<file path="src/rtl/micro_sequencer.sv">
// -----------------------------------------------------------------------------
// micro_sequencer
//
// Purpose:
//    Microprogram sequencer for a microcoded CPU. It holds the control-store
//    address register (CSAR) and chooses the next micro-address from the MIR
//    COND field:
//    - sequential (+1)
//    - conditional jump on a PSR flag or IR bit 13
//    - unconditional jump
//    - opcode decode dispatch
//    A small FSM (IDLE / RUN / MEMWAIT) stalls the sequencer while a memory
//    access requested by the MIR is outstanding.
//
// Ports:
//    MICRO_SEQUENCER_CLOCK_50          in   clock, rising-edge
//    MICRO_SEQUENCER_Reset_InLow       in   asynchronous active-low reset
//    MICRO_SEQUENCER_COND_In           in   MIR COND field
//    MICRO_SEQUENCER_JumpAddr_In       in   MIR JUMP ADDR field
//    MICRO_SEQUENCER_RD_In / _WR_In    in   MIR memory read / write request
//    MICRO_SEQUENCER_PSR_*_In          in   registered PSR flags N, Z, V, C
//    MICRO_SEQUENCER_RegIR_OP_In       in   IR op    (2 bits)
//    MICRO_SEQUENCER_RegIR_OP3_In      in   IR op3   (6 bits)
//    MICRO_SEQUENCER_RegIR_BIT13_In    in   IR bit 13
//    MICRO_SEQUENCER_MemAck_In         in   memory completion acknowledge
//    MICRO_SEQUENCER_CSAddress_Out     out  control-store address (= CSAR)
//    MICRO_SEQUENCER_MIRLoad_Out       out  MIR loads control-store word now
//    MICRO_SEQUENCER_MemReq_Out        out  memory access in progress
//    MICRO_SEQUENCER_State_Out         out  FSM state (IDLE=00 RUN=01 MEMWAIT=10)
//    MICRO_SEQUENCER_Error_Out         out  sticky illegal-MIR (RD and WR) flag
// -----------------------------------------------------------------------------
module micro_sequencer #(
   parameter int Direction_BUS_WIDTH = 11,
   parameter int COND_BUS_WIDTH      = 3
) (
   input  logic                           MICRO_SEQUENCER_CLOCK_50,
   input  logic                           MICRO_SEQUENCER_Reset_InLow,
   input  logic [COND_BUS_WIDTH-1:0]      MICRO_SEQUENCER_COND_In,
   input  logic [Direction_BUS_WIDTH-1:0] MICRO_SEQUENCER_JumpAddr_In,
   input  logic                           MICRO_SEQUENCER_RD_In,
   input  logic                           MICRO_SEQUENCER_WR_In,
   input  logic                           MICRO_SEQUENCER_PSR_Negative_In,
   input  logic                           MICRO_SEQUENCER_PSR_Zero_In,
   input  logic                           MICRO_SEQUENCER_PSR_Overflow_In,
   input  logic                           MICRO_SEQUENCER_PSR_Carry_In,
   input  logic [1:0]                     MICRO_SEQUENCER_RegIR_OP_In,
   input  logic [5:0]                     MICRO_SEQUENCER_RegIR_OP3_In,
   input  logic                           MICRO_SEQUENCER_RegIR_BIT13_In,
   input  logic                           MICRO_SEQUENCER_MemAck_In,
   output logic [Direction_BUS_WIDTH-1:0] MICRO_SEQUENCER_CSAddress_Out,
   output logic                           MICRO_SEQUENCER_MIRLoad_Out,
   output logic                           MICRO_SEQUENCER_MemReq_Out,
   output logic [1:0]                     MICRO_SEQUENCER_State_Out,
   output logic                           MICRO_SEQUENCER_Error_Out
);

   localparam logic [1:0] ST_IDLE    = 2'b00;
   localparam logic [1:0] ST_RUN     = 2'b01;
   localparam logic [1:0] ST_MEMWAIT = 2'b10;

   logic [1:0]                     r_state;
   logic [Direction_BUS_WIDTH-1:0] r_csar;
   logic                           r_error;

   logic                           w_take_jump;
   logic                           w_mem_single;
   logic                           w_mem_illegal;
   logic [10:0]                    w_decode_raw;
   logic [Direction_BUS_WIDTH-1:0] w_decode_addr;
   logic [Direction_BUS_WIDTH-1:0] w_csar_inc;
   logic [Direction_BUS_WIDTH-1:0] w_next_addr;

   // Exactly one of RD/WR starts an access; both together is an illegal MIR
   // that is flagged and otherwise treated as a plain sequencing step.
   assign w_mem_single  = MICRO_SEQUENCER_RD_In ^ MICRO_SEQUENCER_WR_In;
   assign w_mem_illegal = MICRO_SEQUENCER_RD_In & MICRO_SEQUENCER_WR_In;

   // Opcode dispatch: each op/op3 pair owns a 4-word slot in the upper half
   // of the control store.
   assign w_decode_raw  = {1'b1, MICRO_SEQUENCER_RegIR_OP_In,
                           MICRO_SEQUENCER_RegIR_OP3_In, 2'b00};
   assign w_decode_addr = Direction_BUS_WIDTH'(w_decode_raw);

   // Natural wrap at the top of the control store.
   assign w_csar_inc = r_csar + 1'b1;

   always_comb begin
      w_take_jump = 1'b0;
      case (MICRO_SEQUENCER_COND_In)
         3'b001:  w_take_jump = MICRO_SEQUENCER_PSR_Negative_In;
         3'b010:  w_take_jump = MICRO_SEQUENCER_PSR_Zero_In;
         3'b011:  w_take_jump = MICRO_SEQUENCER_PSR_Overflow_In;
         3'b100:  w_take_jump = MICRO_SEQUENCER_PSR_Carry_In;
         3'b101:  w_take_jump = MICRO_SEQUENCER_RegIR_BIT13_In;
         3'b110:  w_take_jump = 1'b1;
         default: w_take_jump = 1'b0;
      endcase
   end

   always_comb begin
      if (MICRO_SEQUENCER_COND_In == 3'b111) begin
         w_next_addr = w_decode_addr;
      end else if (w_take_jump) begin
         w_next_addr = MICRO_SEQUENCER_JumpAddr_In;
      end else begin
         w_next_addr = w_csar_inc;
      end
   end

   always_ff @(posedge MICRO_SEQUENCER_CLOCK_50 or negedge MICRO_SEQUENCER_Reset_InLow) begin
      if (!MICRO_SEQUENCER_Reset_InLow) begin
         r_state <= ST_IDLE;
         r_csar  <= '0;
         r_error <= 1'b0;
      end else begin
         case (r_state)
            ST_IDLE: begin
               r_csar  <= '0;
               r_state <= ST_RUN;
            end
            ST_RUN: begin
               if (w_mem_single) begin
                  // CSAR holds so the MIR keeps the access micro-instruction.
                  r_state <= ST_MEMWAIT;
               end else begin
                  r_csar <= w_next_addr;
                  if (w_mem_illegal) begin
                     r_error <= 1'b1;
                  end
               end
            end
            ST_MEMWAIT: begin
               if (MICRO_SEQUENCER_MemAck_In) begin
                  r_csar  <= w_next_addr;
                  r_state <= ST_RUN;
               end
            end
            default: begin
               r_state <= ST_IDLE;
               r_csar  <= '0;
            end
         endcase
      end
   end

   // MemReq is exactly "in MEMWAIT", so it rises the cycle after the request
   // and vanishes asynchronously with reset.
   assign MICRO_SEQUENCER_MemReq_Out    = (r_state == ST_MEMWAIT);
   assign MICRO_SEQUENCER_CSAddress_Out = r_csar;
   assign MICRO_SEQUENCER_State_Out     = r_state;
   assign MICRO_SEQUENCER_Error_Out     = r_error;

   always_comb begin
      case (r_state)
         ST_RUN:     MICRO_SEQUENCER_MIRLoad_Out = ~w_mem_single;
         ST_MEMWAIT: MICRO_SEQUENCER_MIRLoad_Out = MICRO_SEQUENCER_MemAck_In;
         default:    MICRO_SEQUENCER_MIRLoad_Out = 1'b1;
      endcase
   end

endmodule

</file>
<file path="config.mk">
export PLATFORM = sky130hd
export DESIGN_NAME = micro_sequencer
export DESIGN_NICKNAME = d
export VERILOG_FILES = /design/src/rtl/micro_sequencer.sv
export SDC_FILE = /design/constraint.sdc
export NUM_CORES = 1
export LEC_CHECK = 0
export CAP_MARGIN = 10
export CORE_AREA = 2 2 53 55
export DETAILED_ROUTE_END_ITERATION = 8
export DIE_AREA = 0 0 55 57
export HOLD_SLACK_MARGIN = 0.05
export PLACE_DENSITY = 0.88
export SLEW_MARGIN = 10
export SYNTH_ARGS = -nofsm -noshare
export SYNTH_HDL_FRONTEND = slang
export SYNTH_SLANG_ARGS = --single-unit
</file>
<file path="constraint.sdc">
create_clock -name MICRO_SEQUENCER_CLOCK_50 -period 2.4 [get_ports MICRO_SEQUENCER_CLOCK_50]
set_input_delay 0.24 -clock MICRO_SEQUENCER_CLOCK_50 [delete_from_list [all_inputs] [get_ports MICRO_SEQUENCER_CLOCK_50]]
set_output_delay 0.24 -clock MICRO_SEQUENCER_CLOCK_50 [all_outputs]
set_load 0.02 [all_outputs]
</file>
# Word level (Yosys, flattened, before mapping)
# Cells that the tools add are included.
[totals]
register_bits = 14
input_bits = 32
output_inout_bits = 16
elab_cells = 33
[op_classes]
addsub = 1
eq_ne = 12
muxes = 10
bitwise = 3
n_reduce_logical = 4
[ops]
columns = ["operator", "count"]
rows = [
  ["$mux 11", 4],
  ["$pmux 11 s2", 1],
  ["$eq 3x3->1 const B", 4],
  ["$add 11x1->11 const B", 1],
  ["$eq 3x2->1 const B", 2],
  ["$ne 2x2->1 const B", 3],
  ["$pmux 1 s6", 1],
  ["$pmux 2 s3", 1],
  ["$mux 2", 2],
  ["$reduce_and 2->1", 2],
  ["$eq 3x1->1 const B", 1],
  ["$reduce_and 3->1", 1],
  ["$eq 2x1->1 const B", 1],
  ["$eq 2x2->1 const B", 1],
  ["$logic_not 2->1", 1],
  ["$pmux 1 s2", 1],
  ["$and 1x1->1", 1],
  ["$not 1->1", 1],
  ["$xor 1x1->1", 1],
]

# Logic depth before layout (Yosys ltp)
[logic_depth]
word_depth = 6
mapped_depth = 9
mapped_depth_nobuf = 7

# Worst setup path after synthesis
# Ideal clock, no wire load.
[synth_path]
kind = "reg2reg"
start = "register r_state[0], in the netlist MICRO_SEQUENCER_State_Out[0]"
end = "register r_csar[2], in the netlist MICRO_SEQUENCER_CSAddress_Out[2]"
path_buffers = 2
setup_slack_ps = 501
t_required_ps = 2266
path_stages_with_launch = 9
period_less_slack_ps = 1899
arrival_ps = 1765
setup_ps = 134
path_cell_list = "dfrtp_1 -> inv_1 -> ha_1 -> nand2b_1 -> clkbuf_1 -> nand2_1 -> clkbuf_1 -> o21ai_0 -> o211ai_1"
[synth_between]
elab_chain_len = 3
elab_cells_between_ends = 6
classes_between = "eq/ne (4); mux (1); reduce/logical (1)"
[synth_rtl]
columns = ["item", "line_no", "text"]
rows = [
  ["start: declaration", "61", "logic [1:0] r_state;"],
  ["start signal: assignment", "112", "r_state <= ST_IDLE;"],
  ["start signal: assignment", "119", "r_state <= ST_RUN;"],
  ["start signal: assignment", "124", "r_state <= ST_MEMWAIT;"],
  ["$eq 2x2->1 (*)", "-", ""],
  ["net MICRO_SEQUENCER_MemReq_Out", "52", "output logic MICRO_SEQUENCER_MemReq_Out,"],
  ["$ne 2x2->1 (no source line)", "-", ""],
  ["$reduce_and 2->1 (no source line)", "-", ""],
  ["end signal: assignment", "126", "r_csar <= w_next_addr;"],
  ["end signal: assignment", "134", "r_csar <= w_next_addr;"],
  ["end: declaration", "62", "logic [Direction_BUS_WIDTH-1:0] r_csar;"],
]
# Mark *: on every way through the listed nets, which the timed path passes. The rest lies on a longest branch.
# A chain may end at the register's enable or synchronous reset.

# Worst setup path in the final report
[layout_path]
start = "register r_state[0], in the netlist MICRO_SEQUENCER_State_Out[0]"
end = "register r_csar[5], in the netlist MICRO_SEQUENCER_CSAddress_Out[5]"
[layout_between]
elab_chain_len = 3
elab_cells_between_ends = 6
classes_between = "eq/ne (4); mux (1); reduce/logical (1)"
[layout_rtl]
columns = ["item", "line_no", "text"]
rows = [
  ["$eq 2x1->1 / $eq 2x2->1 (equally long branches)", "116", "case (r_state)"],
  ["$ne 2x2->1 (no source line)", "-", ""],
  ["$reduce_and 2->1 (no source line)", "-", ""],
]
# Parallel ways exist; a longest one is shown, timed or not.

==> impl_metrics.py <==
metrics = {
    "setup_path": {
        "worst-path-buf-inv": 1,
        "crit_family": "simple AND/OR/NAND/NOR gates",
        "criticalPathCategory": "flip-flop to flip-flop",
        "required_ps": 2570,
        "slowest_delay_ps": 450,
        "cp-start-kind": "flip-flop",
        "cp_slowest_cell": "dfrtp_1",
        "cp_max_fo": 12,
        "path_cells": "inv_1 -> ha_1 -> nand2b_1 -> nand2_1 -> a21o_1 -> a22o_1",
        "crit_path_end_kind": "flip-flop",
        "reg2reg_slack_ps": 420,
        "cp.arrival_ps": 2150,
    },
    "synthesis": {
        "ys_seq_elements": 14,
        "netlist_instances": 130,
        "synthTopCellsByCount": "15 x a21oi_1, 14 x dfrtp_1, 13 x nand2_1",
        "synth_edf_count": 0,
        "async_reset_ff_share_pct": 100,
        "yosys_warnings": 0,
        "synth_nets": 168,
        "avgSynthCellArea_um2": 8.46,
        "synthTopCellsByArea": "dfrtp_1 32%, a21oi_1 6.8%, ha_1 6.8%",
        "yosysMostFrequentCell": "a21oi_1",
        "yosysTopAreaCellShare_pct": 31.9,
        "yosysSeqAreaShare_pct": 31.9,
        "syn_area_mm2": 0.00110,
        "synth_top_area_cell": "dfrtp_1",
        "ys_types": 36,
        "synth_ff_type": "dfrtp_1",
    },
    "sta": {
        "timing.final.max_slew_violations": 0,
        "slew_headroom_pct": 55.9,
        "finalSetupViolCount": 0,
        "tns_ps": 0,
        "worst_pin_slew_ps": 660,
        "rsz0062_at_grt": "false",
        "period_needed_ps": 1980,
        "timing.hold.ws_ps": 347,
        "finalCritPeriodShare_pct": 82.5,
        "timing.fmax_ghz": 0.505,
        "hold_viol": 0,
        "fin_skew_ps": 10.1,
    },
    "grt": {
        "grt_pass1_vias": 1275,
        "antenna_found_initial": 0,
        "grt_pass1_wl_um": 5530,
        "grt_max_degree": 15,
        "grt_use_total_pct": 23.6,
        "grt-ovfl-total": 0,
    },
    "worst_hold_path": {
        "min_path_type": "primary input to async pin",
    },
    "power": {
        "vdd_drop_max_mv": 0.959,
        "switching_share_pct": 46.0,
        "p_seq_share_pct": 28.5,
        "power_density_mw_per_mm2": 956,
        "leakage_nw": 0.675,
        "p_comb_share_pct": 60.2,
        "power_frac_clock_pct": 11.3,
        "switchingPower_w": 0.000713,
        "power.internal_w": 0.000836,
    },
    "layout": {
        "syn2layout_area_growth_pct": 47.4,
        "layout.nets": 215,
        "final_area_mm2": 0.00162,
        "antennaDiodeCount": 0,
        "fill_cells": 238,
        "drive_above_1_share_pct": 5.68,
    },
    "floorplan": {
        "rows": 19,
        "dieArea_mm2": 0.00314,
        "fp.dieH_um": 57,
        "core-area_mm2": 0.00262,
        "io_pins": 48,
        "die_w_um": 55,
        "initial_core_util_pct": 42.1,
    },
    "clocking": {
        "cts_tree": "done",
        "clk_path_buf_depth": 2,
        "cts_buffers": 3,
        "path_clk_slew_ps": 100,
        "htreeDepth": 1,
        "clkLatencyLatePin_ps": 280,
        "hold_buffers": 0,
        "cts.sink_count": 14,
        "cts_root_buffer": "clkbuf_4",
    },
    "placed_design": {
        "place_area_mm2": 0.00158,
        "port_buffers": 47,
        "gp_congestion": 0.801,
        "hpwl_um": 2570,
    },
    "routing": {
        "first_pass_iters": 4,
        "first_iter_violations": 28,
        "antenna_left": 0,
        "viasPerCell": 5.90,
        "routedWlPerCell_um": 16.4,
        "drc": 0,
        "drt_wl_total_um": 3390,
        "vias": 1222,
    },
    "run_status": {
        "outcome": "finished clean",
    },
    "flow_run": {
        "drv_cap": 0,
    },
}
-- routing by layer --
layer | vias up | wire, um | GRT usage [%]
li1 | 579 | - | -
met1 | 575 | 1370 | 27.8
met2 | 60 | 1680 | 40.1
met3 | 8 | 276 | 4.97
met4 | 0 | 53 | 10.1
met5 | - | 0 | 0
-- power groups by stage --
stage / clock (W) / combinational (W) / sequential [W]
global route: 0.000195 / 0.00102 / 0.000452
CTS: 0.000177 / 0.000934 / 0.000436
global placement: 0 / 0.000895 / 0.000431
floorplan: 0 / 0.000476 / 0.000507
finish: 0.000175 / 0.000933 / 0.000441
detailed placement: 0 / 0.000928 / 0.000437
-- path summary, 6_finish.rpt --
path	from	endpoint	cells after the start
setup / recovery	MICRO_SEQUENCER_State_Out[0]	MICRO_SEQUENCER_CSAddress_Out[5]	6
hold / removal	MICRO_SEQUENCER_Reset_InLow	MICRO_SEQUENCER_CSAddress_Out[10]	1
setup reg to reg	MICRO_SEQUENCER_State_Out[0]	MICRO_SEQUENCER_CSAddress_Out[5]	6
hold reg to reg	MICRO_SEQUENCER_Error_Out	MICRO_SEQUENCER_Error_Out	1
max in group asynchronous	MICRO_SEQUENCER_Reset_InLow	MICRO_SEQUENCER_State_Out[1]	1
min in group MICRO_SEQUENCER_CLOCK_50	MICRO_SEQUENCER_Error_Out	MICRO_SEQUENCER_Error_Out	1
-- through the flow --
step	total power [W]	setup slack [ps]	std cells	util, %
finish	0.00155	419	207	62.0
global placement	0.00133	307	203	60.5
CTS	0.00155	124	207	61.9
floorplan	0.000982	501	130	-
detailed placement	0.00136	204	203	60.5
global route	0.00167	281	207	62.0
-- placed cells by master (no fill, tap or decap), types with 3 or more instances in the layout --
cell type / instances
clkbuf_4: 3
dfrtp_1: 14
nand3_1: 5
nand4_1: 4
nand2_1: 13
o211ai_1: 4
o21ai_0: 5
a31oi_1: 3
a21oi_1: 15
xor2_1: 4
ha_1: 6
inv_1: 5
o2111ai_1: 3
nor2_1: 6
nor3_1: 6
a21o_1: 3
clkdlybuf4s50_1: 46
mux2i_1: 5
-- cell type report --
class | count | area, um2 | share of cell area, %
flip-flops and latches | 14 | 350 | 21.6
clock buffers | 4 | 36.3 | 2.24
repair buffers | 47 | 473 | 29.2
well taps | 31 | 38.8 | 2.39
multi-input cells | 106 | 704 | 43.4
inverters | 5 | 18.8 | 1.16
-- sequential cells by signal (all words and copies together) (netlist names) --
register,flops
MICRO_SEQUENCER_CSAddress_Out,11
MICRO_SEQUENCER_State_Out,2
MICRO_SEQUENCER_Error_Out,1
-- kinds of logic (layout without fill, tap and decap cells) --
logic type                 Yosys count  after routing  share of synthesized area, %
adders and majority gates            6              6                          6.83
xor gates and xnor gates             5              5                          3.98
DFF                                 14             14                          31.9
buffers and inverters               10             56                          4.10
and+or+nand+nor                     46             46                          21.5
AOI/OAI and AO/OA                   44             44                          27.2
muxes                                5              5                          4.55
-- repair_timing --
item | CTS | global route
setup endpoints to repair | 0 | 1
setup buffers | 0 | 0
hold endpoints to repair | 0 | 0
gates resized for setup | 0 | 1
No activity file was read; power rests on OpenSTA's default activity.
